File: src/rtl/fsmc_slave_arbiter.sv
// fsmc_slave_arbiter: schedules decoded FSMC bus transactions onto N_SLAVE register slots
//
// One transaction is active at a time and one more can wait in a depth-1 pending
// buffer. The active transaction drives a one-hot req/ack handshake to its slot,
// then reports completion with a one-cycle done pulse, qualified by an error flag.
//
// Optional feature macro: FSMC_ARB_TIMEOUT_EN
//   defined   - a REQ that stays unacknowledged for TIMEOUT cycles completes with error
//   undefined - REQ waits for slv_ack_i indefinitely
//
// Ports:
//   clk_i        system clock, rising edge
//   reset_i      asynchronous active-high reset
//   bus_req_i    one-cycle transaction pulse from the bus interface
//   bus_wr_i     1 = write, 0 = read (valid with bus_req_i)
//   bus_sel_i    binary slot index (valid with bus_req_i)
//   bus_wdata_i  write data (valid with bus_req_i)
//   bus_rdata_o  read data, valid with bus_done_o and held afterwards
//   bus_done_o   one-cycle completion pulse
//   bus_err_o    qualifies bus_done_o: invalid slot or timeout
//   bus_busy_o   active transaction or pending buffer occupied
//   bus_ovf_o    sticky: a bus_req_i was dropped because the buffer was full
//   slv_req_o    one-hot slot request
//   slv_wr_o     direction of the current request
//   slv_wdata_o  write data of the current request
//   slv_ack_i    per-slot acknowledge
//   slv_rdata_i  per-slot read data, slot i at [i*DW +: DW]
module fsmc_slave_arbiter #(
    parameter int             N_SLAVE   = 4,
    parameter int             DW        = 16,
    parameter int             TIMEOUT   = 8,
    parameter logic [DW-1:0]  IDLE_DATA = DW'(16'hDEAD)
) (
    input  logic                 clk_i,
    input  logic                 reset_i,
    input  logic                 bus_req_i,
    input  logic                 bus_wr_i,
    input  logic [3:0]           bus_sel_i,
    input  logic [DW-1:0]        bus_wdata_i,
    output logic [DW-1:0]        bus_rdata_o,
    output logic                 bus_done_o,
    output logic                 bus_err_o,
    output logic                 bus_busy_o,
    output logic                 bus_ovf_o,
    output logic [N_SLAVE-1:0]   slv_req_o,
    output logic                 slv_wr_o,
    output logic [DW-1:0]        slv_wdata_o,
    input  logic [N_SLAVE-1:0]   slv_ack_i,
    input  logic [N_SLAVE*DW-1:0] slv_rdata_i
);
    typedef enum logic [1:0] {IDLE, REQ, DONE} state_t;

    state_t        state_q, state_d;
    logic          cur_wr_q, cur_wr_d;
    logic [3:0]    cur_sel_q, cur_sel_d;
    logic [DW-1:0] cur_wdata_q, cur_wdata_d;
    logic          err_q, err_d;
    logic [DW-1:0] rdata_q, rdata_d;
    logic          pend_valid_q, pend_valid_d;
    logic          pend_wr_q, pend_wr_d;
    logic [3:0]    pend_sel_q, pend_sel_d;
    logic [DW-1:0] pend_wdata_q, pend_wdata_d;
    logic          ovf_q, ovf_d;

    logic          ack_sel;
    logic [DW-1:0] sel_rdata;
    logic          launch;
    logic          l_wr;
    logic [3:0]    l_sel;
    logic [DW-1:0] l_wdata;

`ifdef FSMC_ARB_TIMEOUT_EN
    localparam int CW = $clog2(TIMEOUT);
    logic [CW-1:0] cnt_q, cnt_d;
`endif

    // Route the addressed slot's ack/rdata and fan the one-hot request out.
    always_comb begin
        ack_sel   = 1'b0;
        sel_rdata = '0;
        slv_req_o = '0;
        for (int i = 0; i < N_SLAVE; i++) begin
            if (cur_sel_q == 4'(i)) begin
                ack_sel      = slv_ack_i[i];
                sel_rdata    = slv_rdata_i[i*DW +: DW];
                slv_req_o[i] = (state_q == REQ);
            end
        end
    end

    always_comb begin
        state_d      = state_q;
        cur_wr_d     = cur_wr_q;
        cur_sel_d    = cur_sel_q;
        cur_wdata_d  = cur_wdata_q;
        err_d        = err_q;
        rdata_d      = rdata_q;
        pend_valid_d = pend_valid_q;
        pend_wr_d    = pend_wr_q;
        pend_sel_d   = pend_sel_q;
        pend_wdata_d = pend_wdata_q;
        ovf_d        = ovf_q;
`ifdef FSMC_ARB_TIMEOUT_EN
        cnt_d        = cnt_q;
`endif
        launch       = 1'b0;
        l_wr         = bus_wr_i;
        l_sel        = bus_sel_i;
        l_wdata      = bus_wdata_i;
        // A request arriving while busy is buffered in REQ; in DONE with an empty
        // buffer it is launched straight away (see DONE below), otherwise dropped.
        if (bus_req_i && state_q != IDLE) begin
            if (pend_valid_q) begin
                ovf_d = 1'b1;
            end else if (state_q == REQ) begin
                pend_valid_d = 1'b1;
                pend_wr_d    = bus_wr_i;
                pend_sel_d   = bus_sel_i;
                pend_wdata_d = bus_wdata_i;
            end
        end
        unique case (state_q)
            IDLE: launch = bus_req_i;
            REQ: begin
                if (ack_sel) begin
                    state_d = DONE;
                    err_d   = 1'b0;
                    rdata_d = cur_wr_q ? rdata_q : sel_rdata;
                end
`ifdef FSMC_ARB_TIMEOUT_EN
                else if (cnt_q == CW'(TIMEOUT - 1)) begin
                    state_d = DONE;
                    err_d   = 1'b1;
                    rdata_d = IDLE_DATA;
                end else begin
                    cnt_d = cnt_q + 1'b1;
                end
`endif
            end
            DONE: begin
                if (pend_valid_q) begin
                    launch       = 1'b1;
                    l_wr         = pend_wr_q;
                    l_sel        = pend_sel_q;
                    l_wdata      = pend_wdata_q;
                    pend_valid_d = 1'b0;
                end else begin
                    launch  = bus_req_i;
                    state_d = IDLE;
                end
            end
            default: state_d = IDLE;
        endcase
        // Launching a transaction: invalid slots complete immediately with error.
        if (launch) begin
            cur_wr_d    = l_wr;
            cur_sel_d   = l_sel;
            cur_wdata_d = l_wdata;
            if ({1'b0, l_sel} < 5'(N_SLAVE)) begin
                state_d = REQ;
                err_d   = 1'b0;
`ifdef FSMC_ARB_TIMEOUT_EN
                cnt_d   = '0;
`endif
            end else begin
                state_d = DONE;
                err_d   = 1'b1;
                rdata_d = IDLE_DATA;
            end
        end
    end

    always_ff @(posedge clk_i or posedge reset_i) begin
        if (reset_i) begin
            state_q      <= IDLE;
            cur_wr_q     <= 1'b0;
            cur_sel_q    <= '0;
            cur_wdata_q  <= '0;
            err_q        <= 1'b0;
            rdata_q      <= '0;
            pend_valid_q <= 1'b0;
            pend_wr_q    <= 1'b0;
            pend_sel_q   <= '0;
            pend_wdata_q <= '0;
            ovf_q        <= 1'b0;
        end else begin
            state_q      <= state_d;
            cur_wr_q     <= cur_wr_d;
            cur_sel_q    <= cur_sel_d;
            cur_wdata_q  <= cur_wdata_d;
            err_q        <= err_d;
            rdata_q      <= rdata_d;
            pend_valid_q <= pend_valid_d;
            pend_wr_q    <= pend_wr_d;
            pend_sel_q   <= pend_sel_d;
            pend_wdata_q <= pend_wdata_d;
            ovf_q        <= ovf_d;
        end
    end

`ifdef FSMC_ARB_TIMEOUT_EN
    always_ff @(posedge clk_i or posedge reset_i) begin
        if (reset_i) cnt_q <= '0;
        else cnt_q <= cnt_d;
    end
`endif

    assign bus_rdata_o = rdata_q;
    assign bus_done_o  = (state_q == DONE);
    assign bus_err_o   = (state_q == DONE) && err_q;
    assign bus_busy_o  = (state_q != IDLE) || pend_valid_q;
    assign bus_ovf_o   = ovf_q;
    assign slv_wr_o    = cur_wr_q;
    assign slv_wdata_o = cur_wdata_q;
endmodule

File: config.mk
export PLATFORM = sky130hd
export DESIGN_NAME = fsmc_slave_arbiter
export DESIGN_NICKNAME = d
export VERILOG_FILES = /design/src/rtl/fsmc_slave_arbiter.sv
export SDC_FILE = /design/constraint.sdc
export NUM_CORES = 1
export LEC_CHECK = 0
export ABC_AREA = 1
export CORE_ASPECT_RATIO = 1.2
export CORE_MARGIN = 5
export CORE_UTILIZATION = 35
export CTS_CLUSTER_SIZE = 25
export DETAILED_ROUTE_END_ITERATION = 16
export GPL_ROUTABILITY_DRIVEN = 0
export PLACE_DENSITY = 0.67
export SLEW_MARGIN = 15
export SYNTH_ARGS = -nofsm -noshare
export SYNTH_HDL_FRONTEND = slang
export SYNTH_SLANG_ARGS = --single-unit
File: constraint.sdc
create_clock -name clk_i -period 4.6 [get_ports clk_i]
set_clock_uncertainty 0.05 [all_clocks]
set_input_delay 1.15 -clock clk_i [delete_from_list [all_inputs] [get_ports clk_i]]
set_output_delay 1.15 -clock clk_i [all_outputs]
set_load 0.005 [all_outputs]
==> results of run 1 <==
[routing by layer]
layer / up-vias / GRT usage, % / part of all wire, %
met5: - / 0 / 0
met3: 16 / 4.86 / 7.8
met4: 0 / 8.01 / 2.2
met1: 1507 / 22.8 / 44
met2: 140 / 28.4 / 46
li1: 1659 / - / -
[path summary, 6_finish.rpt]
check	slack (ns)	startpoint	to
worst max register to register	2.22	state_q[1]$_DFFE_PP0P_	cur_sel_q[2]$_DFFE_PP0P_
max in group asynchronous	2.41	reset_i	cur_sel_q[1]$_DFFE_PP0P_
worst max-delay path	1.23	cur_sel_q[2]$_DFFE_PP0P_	slv_req_o[3]
worst min-delay path	0.43	pend_wdata_q[10]$_DFFE_PP0P_	pend_wdata_q[10]$_DFFE_PP0P_
worst min register to register	0.43	pend_wdata_q[10]$_DFFE_PP0P_	pend_wdata_q[10]$_DFFE_PP0P_
min in group asynchronous	1.21	reset_i	bus_ovf_o$_DFFE_PP0P_
[stage by stage]
step	utilization (%)	setup slack [ns]	area (um2)
3_5_place_dp	49.6	1.44	4700
5_1_grt	53.1	1.06	5030
3_3_place_gp	49.6	1.49	4700
4_1_cts	53.1	1.21	5030
6_report	53.1	1.23	5030
2_1_floorplan	-	1.83	3360
[worst max-delay path, cell delays in order (launching register included)]
cell,delay [ns]
dfrtp_1,0.40
nor2_4,0.10
buf_4,0.45
nand3_2,0.21
nor2_1,0.14
clkdlybuf4s50_1,0.55
[final cells by class]
class	instances	area (um2)	area share, %
sequential	63	1580	31.4
multi-input combinational	290	1470	29.2
timing repair buffer	136	1350	26.9
clock buffer	11	253	5.03
tap	123	154	3.06
inverter	39	146	2.91
clock inverter	5	78.8	1.57
[logic make-up (layout without fill, tap and decap cells)]
kind of cell | Yosys count | count (layout) | synth area share (%)
and+or+nand+nor | 233 | 233 | 34.3
buffers and inverters | 68 | 191 | 9.28
DFF | 63 | 63 | 47.0
AOI/OAI and AO/OA | 57 | 57 | 9.47
[Yosys cell counts]
library cell / n
o21ai_1: 7
buf_6: 3
nand2_1: 89
clkbuf_1: 9
nor2_4: 6
o21bai_1: 1
o221ai_1: 1
o22ai_1: 1
buf_4: 5
nand4_1: 27
dfrtp_1: 63
o21ai_0: 27
nor4_1: 3
nand2_4: 1
inv_2: 3
a21oi_1: 10
o211ai_1: 10
buf_2: 12
nand3_1: 72
nor2_8: 1
nor2_2: 1
nor3b_1: 1
nor2_1: 25
nand4_2: 1
inv_1: 36
nand3_2: 3
nand2_2: 3
[power groups by stage]
| stage | Clock [uW] | Combinational, uW | Sequential [uW] |
|---|---|---|---|
| 5_1_grt | 786 | 1400 | 974 |
| 6_report | 741 | 1240 | 943 |
| 3_5_place_dp | 0 | 1250 | 954 |
| 4_1_cts | 759 | 1260 | 947 |
| 3_3_place_gp | 0 | 1230 | 950 |
| 2_1_floorplan | 0 | 810 | 901 |
[state kept, by name, summed over array words and instances (netlist names)]
name and count:
pend_wr_q 1, cur_sel_q 4, bus_rdata_o 16, pend_valid_q 1, state_q 2, bus_ovf_o 1
slv_wdata_o 16, pend_wdata_q 16, pend_sel_q 4, slv_wr_o 1, err_q 1
==> results.sh, run 1 <==
export IMPL_status="completed"
export IMPL_clock_sinks=63
export IMPL_cts_buffer_depth=2
export IMPL_power_internal_uw=1830
export IMPL_setup_viol=0
export IMPL_clock_latency_ns=0.32
export IMPL_holdPathStages=2
export IMPL_antenna_found_initial=0
export IMPL_die_area_um2=11700
export IMPL_first_iter_violations=113
export IMPL_layout_commonest_cell="clkdlybuf4s50_1"
export IMPL_die_y_um=117
export IMPL_antenna_cells=0
export IMPL_fmax_ghz=0.297
export IMPL_die_w_um=99.4
export IMPL_drt_first_pass_iters=4
export IMPL_period_share_pct=73.3
export IMPL_yosysUniqueCellTypes=27
export IMPL_yosysTopAreaCell="dfrtp_1"
export IMPL_rsz0062_at_grt="no"
export IMPL_setup_tns_final_ns=0
export IMPL_p_leak_uw=0.00222
export IMPL_maxCapViolCount=0
export IMPL_grt_pass1_wl_mm=16.4
export IMPL_drt_antenna_violating_nets=0
export IMPL_drive_above_1_share_pct=7.35
export IMPL_cts_max_level=3
export IMPL_numPortBuffers=132
export IMPL_final_cells=667
export IMPL_drc=0
export IMPL_overflow=0
export IMPL_slew_headroom_pct=41.5
export IMPL_switchingPower_uw=1100
export IMPL_cts_root_buffer="clkbuf_16"
export IMPL_final_cell_mix="clkdlybuf4s50_1 (132), nand2_1 (89), nand3_1 (72)"
export IMPL_path_class="reg -> out"
export IMPL_cp_arrival_ns=2.17
export IMPL_synth_seq_area_share_pct=47.0
export IMPL_cp_start_kind="register"
export IMPL_crit_fanout=54
export IMPL_layout_min_cycle_time_ns=3.37
export IMPL_dp_cells=651
export IMPL_nNetsFinal=631
export IMPL_synth_avg_cell_area_um2=7.97
export IMPL_hold_violations=0
export IMPL_syn_inst=421
export IMPL_ys_seq_elements=63
export IMPL_pwr_share_clk_pct=25.3
export IMPL_cts_hold_buffers=0
export IMPL_wirelength_mm=10.2
export IMPL_hpwl_mm=7.61
export IMPL_track_usage_pct=17.9
export IMPL_initial_core_util_pct=35.4
export IMPL_cp_data_required_time_ns=3.40
export IMPL_fill_cells=906
export IMPL_via_per_inst=4.98
export IMPL_via_count=3322
export IMPL_fin_worst_hold_slack_ns=0.427
export IMPL_grt_pass1_vias=3230
export IMPL_synth_top_area_share_pct=47.0
export IMPL_min_path_type="reg -> reg"
export IMPL_ios=133
export IMPL_tightest_slew_ns=0.877
export IMPL_cts_resized=0
export IMPL_vdd_drop_max_v=0.000281
export IMPL_seqPwrFrac_pct=32.2
export IMPL_area_growth_pct=49.8
export IMPL_worst_r2r_cell_count=6
export IMPL_powerDensity_nw_per_um2=582
export IMPL_numCtsBuffers=9
export IMPL_cts_setup_buffers=0
export IMPL_synth_area_leaders="dfrtp_1 (47%), nand3_1 (11%), nand2_1 (10%), nand4_1 (5.0%), inv_1 (4.0%)"
export IMPL_syn_area_um2=3360
export IMPL_syn_nets=513
export IMPL_core_area_um2=9470
export IMPL_path_clk_slew_ns=0.05
export IMPL_slew_viol_final=0
export IMPL_p_comb_share_pct=42.5
export IMPL_wire_per_inst_um=15.4
export IMPL_num_rows=39
export IMPL_grt_max_degree=55
export IMPL_tritoncts="built"
export IMPL_end_kind="output port"
export IMPL_yosysWarnings=0
export IMPL_swShare_pct=37.5
export IMPL_power_uw=2930
Power figures use the tool's default switching activity.
==> inputs of run 2 (changes only) <==
==> constraint.sdc (replaced) <==
create_clock -name clk_i -period 3.3 [get_ports clk_i]
set_clock_uncertainty 0.05 [all_clocks]
set_input_delay 0.825 -clock clk_i [delete_from_list [all_inputs] [get_ports clk_i]]
set_output_delay 0.825 -clock clk_i [all_outputs]
set_load 0.005 [all_outputs]
==> results.sh, run 2 (same netlist as run 1, synthesis figures left out) <==
export IMPL_fin_worst_hold_slack_ns=0.430
export IMPL_grt_pass1_vias=3336
export IMPL_num_rows=39
export IMPL_area_growth_pct=49.6
export IMPL_via_per_inst=4.99
export IMPL_met2_usage_pct=29.4
export IMPL_cts_buffer_depth=2
export IMPL_crit_fanout=10
export IMPL_die_y_um=117
export IMPL_wire_per_inst_um=15.3
export IMPL_rsz0062_at_grt="no"
export IMPL_maxCapViolCount=0
export IMPL_first_iter_violations=170
export IMPL_grt_max_degree=53
export IMPL_slew_headroom_pct=38.3
export IMPL_drive_above_1_share_pct=7.51
export IMPL_pre_cts_slack_ns=0.630
export IMPL_setup_viol=0
export IMPL_numPortBuffers=132
export IMPL_clock_sinks=63
export IMPL_cts_resized=0
export IMPL_end_kind="output port"
export IMPL_tightest_slew_ns=0.925
export IMPL_numCtsBuffers=9
export IMPL_powerDensity_nw_per_um2=798
export IMPL_cts_root_buffer="clkbuf_16"
export IMPL_antenna_found_initial=0
export IMPL_busiest_layer="met2"
export IMPL_use_met3_pct=4.92
export IMPL_fin_util_pct=53.0
export IMPL_ios=133
export IMPL_path_clk_slew_ns=0.05
export IMPL_min_path_type="reg -> reg"
export IMPL_clock_latency_ns=0.33
export IMPL_initial_core_util_pct=35.4
export IMPL_max_stage_delay_ns=0.63
export IMPL_cp_slowest_cell="dfrtp_1"
export IMPL_hold_violations=0
export IMPL_overflow=0
export IMPL_path_cells="inv_1, nor4_1, clkdlybuf4s50_1"
export IMPL_status="completed"
export IMPL_cts_hold_buffers=0
export IMPL_layout_min_cycle_time_ns=2.89
export IMPL_core_area_um2=9470
export IMPL_die_area_um2=11700
export IMPL_layout_commonest_cell="clkdlybuf4s50_1"
export IMPL_drc=0
export IMPL_fmax_ghz=0.346
export IMPL_final_cell_mix="clkdlybuf4s50_1 (132), nand2_1 (89), nand3_1 (72)"
export IMPL_via_count=3341
export IMPL_vdd_drop_max_v=0.000387
export IMPL_hpwl_mm=7.73
export IMPL_nNetsFinal=633
export IMPL_power_uw=4010
export IMPL_p_leak_uw=0.00222
export IMPL_setup_slack_ns=0.408
export IMPL_cp_arrival_ns=2.02
export IMPL_period_share_pct=87.6
export IMPL_wirelength_mm=10.2
export IMPL_cts_setup_buffers=0
export IMPL_slew_viol_final=0
export IMPL_cp_data_required_time_ns=2.42
export IMPL_grt_pass1_wl_mm=16.6
export IMPL_met1_usage_pct=22.1
export IMPL_drt_first_pass_iters=4
export IMPL_setup_tns_final_ns=0
export IMPL_drt_antenna_violating_nets=0
export IMPL_tritoncts="built"
export IMPL_antenna_cells=0
export IMPL_track_usage_pct=18.0
export IMPL_cts_max_level=3
export IMPL_cp_start_kind="register"
export IMPL_die_w_um=99.4
export IMPL_path_class="reg -> out"
## run 2: per-layer routing
metal,vias up,wire [um]
met4,0,298
li1,1665,-
met5,-,0
met1,1539,4430
met3,20,801
met2,117,4680
## run 2: cell type report
| type | instances | area [um2] |
|---|---|---|
| clock inverters | 3 | 40.0 |
| inverters | 39 | 146 |
| flip-flops and latches | 63 | 1580 |
| clock buffers | 13 | 270 |
| multi-input cells | 290 | 1470 |
| fillers | 911 | 4450 |
| repair buffers | 138 | 1370 |
| well taps | 123 | 154 |
## run 2: metrics by stage
| step | cell area [um2] | std cells |
|---|---|---|
| floorplan | 3360 | 421 |
| global placement | 4710 | 653 |
| detailed placement | 4710 | 653 |
| CTS | 5020 | 669 |
| global route | 5020 | 669 |
| finish | 5020 | 669 |
## run 2: path summary, 6_finish.rpt
kind                                           from                          end  slack [ns]  depth (start not counted)
max                        cur_sel_q[1]$_DFFE_PP0P_                 slv_req_o[2]        0.41                          3
min                           bus_ovf_o$_DFFE_PP0P_        bus_ovf_o$_DFFE_PP0P_        0.43                          1
max reg2reg                cur_sel_q[2]$_DFFE_PP0P_     bus_rdata_o[4]$_DFF_PP0_        1.06                          7
min reg2reg                   bus_ovf_o$_DFFE_PP0P_        bus_ovf_o$_DFFE_PP0P_        0.43                          1
max in group asynchronous                   reset_i  slv_wdata_o[13]$_DFFE_PP0P_        1.70                          3
min in group asynchronous                   reset_i    bus_rdata_o[12]$_DFF_PP0_        0.81                          2
## run 2: critical path, delay by kind of cell (launching register included)
kind                   cells  cell delay, ns
buffers and inverters      2            0.72
DFF                        1            0.63
and+or+nand+nor            1            0.34
## run 2: power breakdown
part	total, uW	internal (uW)	switching [uW]
clock network	961	643	318
registers	1310	1100	212
logic	1740	756	983
==> inputs of run 3 (changes only) <==
--- a/config.mk
+++ b/config.mk
@@ -5,7 +5,7 @@
 export SDC_FILE = /design/constraint.sdc
 export NUM_CORES = 1
 export LEC_CHECK = 0
-export ABC_AREA = 1
+export ABC_AREA = 0
 export CORE_ASPECT_RATIO = 1.2
 export CORE_MARGIN = 5
 export CORE_UTILIZATION = 35
==> results.sh, run 3 <==
export IMPL_overflow=0
export IMPL_num_rows=38
export IMPL_cts_root_buffer="clkbuf_8"
export IMPL_dp_cells=528
export IMPL_wire_per_inst_um=16.8
export IMPL_antenna_found_initial=0
export IMPL_cts_hold_buffers=0
export IMPL_final_cell_mix="clkdlybuf4s50_1 (132), dfrtp_1 (62), mux2i_1 (53)"
export IMPL_area_growth_pct=48.3
export IMPL_yosysUniqueCellTypes=34
export IMPL_async_flop_share_pct=100
export IMPL_crit_fanout=9
export IMPL_hold_violations=0
export IMPL_setup_viol=0
export IMPL_path_clk_slew_ns=0.08
export IMPL_antenna_cells=0
export IMPL_clock_latency_ns=0.33
export IMPL_cp_startpoint="state_q[0]$_DFFE_PP0P_"
export IMPL_initial_core_util_pct=35.7
export IMPL_core_area_um2=9030
export IMPL_final_cells=544
export IMPL_maxCapViolCount=0
export IMPL_synth_seq_area_share_pct=48.9
export IMPL_slew_headroom_pct=47.2
export IMPL_die_area_um2=11200
export IMPL_pre_cts_slack_ns=0.734
export IMPL_die_w_um=97.6
export IMPL_syn_inst=293
export IMPL_cp_arrival_ns=2.03
export IMPL_synth_main_ff_cell="dfrtp_1"
export IMPL_cp_data_required_time_ns=2.42
export IMPL_ys_seq_elements=63
export IMPL_min_path_type="reg -> reg"
export IMPL_end_kind="output port"
export IMPL_tightest_slew_ns=0.792
export IMPL_cp_start_kind="register"
export IMPL_drt_antenna_violating_nets=0
export IMPL_max_stage_delay_ns=0.59
export IMPL_yosysTopAreaCell="dfrtp_1"
export IMPL_slew_viol_final=0
export IMPL_syn_area_um2=3220
export IMPL_critPathTopFamily="simple AND/OR/NAND/NOR gates"
export IMPL_grt_pass1_vias=2810
export IMPL_cp_slowest_cell="clkdlybuf4s50_1"
export IMPL_numPortBuffers=132
export IMPL_status="completed"
export IMPL_layout_commonest_cell="clkdlybuf4s50_1"
export IMPL_synthTopCellsByCount="dfrtp_1 (63), mux2i_1 (53), o21ai_0 (31), nand2_1 (27), nor2_1 (26)"
export IMPL_tritoncts="built"
export IMPL_path_class="reg -> out"
export IMPL_nNetsFinal=511
export IMPL_fmax_ghz=0.344
export IMPL_clock_sinks=63
export IMPL_design_area_um2=4780
export IMPL_ios=133
export IMPL_yosysWarnings=0
export IMPL_grt_max_degree=46
export IMPL_synth_avg_cell_area_um2=11.0
export IMPL_wirelength_mm=9.16
export IMPL_synth_area_leaders="dfrtp_1 (49%), mux2i_1 (16%), mux2_2 (7.3%), o21ai_0 (4.8%), nand2_1 (3.1%)"
export IMPL_setup_tns_final_ns=0
export IMPL_cts_setup_buffers=0
export IMPL_drive_above_1_share_pct=11.6
export IMPL_layout_min_cycle_time_ns=2.91
export IMPL_track_usage_pct=16.4
export IMPL_r2r_start="cur_sel_q[1]$_DFFE_PP0P_"
export IMPL_synth_top_area_share_pct=48.9
export IMPL_powerDensity_nw_per_um2=719
export IMPL_first_iter_violations=115
export IMPL_crit_buf_inv=1
export IMPL_cts_resized=0
export IMPL_path_cells="nor4b_4, nor3b_1, clkdlybuf4s50_1"
export IMPL_grt_pass1_wl_mm=14.8
export IMPL_drt_first_pass_iters=4
export IMPL_yosysMostFrequentCell="dfrtp_1"
export IMPL_synth_enable_flop_cells=0
export IMPL_via_count=2714
export IMPL_cts_buffer_depth=2
export IMPL_rsz0062_at_grt="no"
export IMPL_period_share_pct=88.2
export IMPL_hpwl_mm=6.77
export IMPL_via_per_inst=4.99
export IMPL_drc=0
export IMPL_syn_nets=385
export IMPL_cts_max_level=3
export IMPL_die_y_um=115
export IMPL_vdd_drop_max_v=0.000387
export IMPL_p_leak_uw=0.00202
export IMPL_setup_slack_ns=0.391
export IMPL_placed_cell_area_um2=4610
export IMPL_numCtsBuffers=9
export IMPL_hold_start="pend_wdata_q[4]$_DFFE_PP0P_"
==> run 3: changes by cell type in the layout (fill, tap and decap cells not counted), moves of 6 or more <==
cell	before	now
nand2_1	89	27
mux2i_1	0	53
nor2_4	6	0
nand4_1	27	0
a21oi_1	10	2
o211ai_1	10	1
nand3_1	72	0
o22ai_1	1	11
clkbuf_8	3	9
mux2_2	0	21
inv_1	35	0
clkbuf_16	9	0
==> run 3: where the power goes <==
group          total [uW]  switching (uW)  internal (uW)  leakage, uW
Clock                 576             303            273    0.0000833
Sequential           1380             278           1110     0.000732
Combinational        1480             600            875      0.00120
Total                3440            1180           2250      0.00202
==> run 3: cell families (layout without fill, tap and decap cells) <==
group / count (synthesis) / in the layout / share of synthesized area (%)
flops: 63 / 63 / 48.9
mux: 76 / 76 / 25.0
compound gates: 59 / 59 / 11.1
buf+inv: 24 / 155 / 4.23
simple gates: 71 / 71 / 10.8
==> run 3: worst register-to-register path: cells and delay by family (launching register included) <==
family,cells,cell delay [ns]
mux,1,0.32
buf+inv,1,0.41
compound gates,2,0.37
simple gates,1,0.38
flops,1,0.69
==> run 3: stage by stage <==
| step | utilization [%] | hold WS [ns] | power (uW) |
|---|---|---|---|
| after floorplan | - | 0.396 | 2230 |
| after detailed placement | 51.1 | 0.410 | 2900 |
| after global placement | 51.1 | 0.403 | 2850 |
| final | 52.9 | 0.423 | 3440 |
| after global routing | 52.9 | 0.443 | 3690 |
| after CTS | 52.9 | 0.432 | 3490 |
==> run 3: path summary, 6_finish.rpt <==
check,to,slack [ns],depth (start not counted)
worst max-delay path,slv_req_o[0],0.39,3
worst min-delay path,slv_wdata_o[4]$_DFFE_PP0P_,0.42,2
worst max register to register,bus_rdata_o[13]$_DFF_PP0_,0.98,5
worst min register to register,slv_wdata_o[4]$_DFFE_PP0P_,0.42,2
max in group asynchronous,state_q[1]$_DFFE_PP0P_,1.74,3
min in group asynchronous,bus_rdata_o[8]$_DFF_PP0_,0.75,2
==> run 3: metal layers <==
| metal | GRT usage, % | part of all wire, % | vias to the layer above |
|---|---|---|---|
| li1 | - | - | 1298 |
| met1 | 20.1 | 42 | 1334 |
| met2 | 28.0 | 51 | 76 |
| met3 | 4.00 | 5.1 | 6 |
| met4 | 6.46 | 1.0 | 0 |
| met5 | 0 | 0 | - |
==> run 3: layout make-up <==
cell class / instances / area [um2]
Clock buffer: 11 / 131
Clock inverter: 5 / 35.0
Fill cell: 831 / 4250
Inverter: 1 / 3.75
Multi-Input combinational cell: 206 / 1520
Sequential cell: 63 / 1580
Tap cell: 120 / 150
Timing Repair Buffer: 138 / 1370
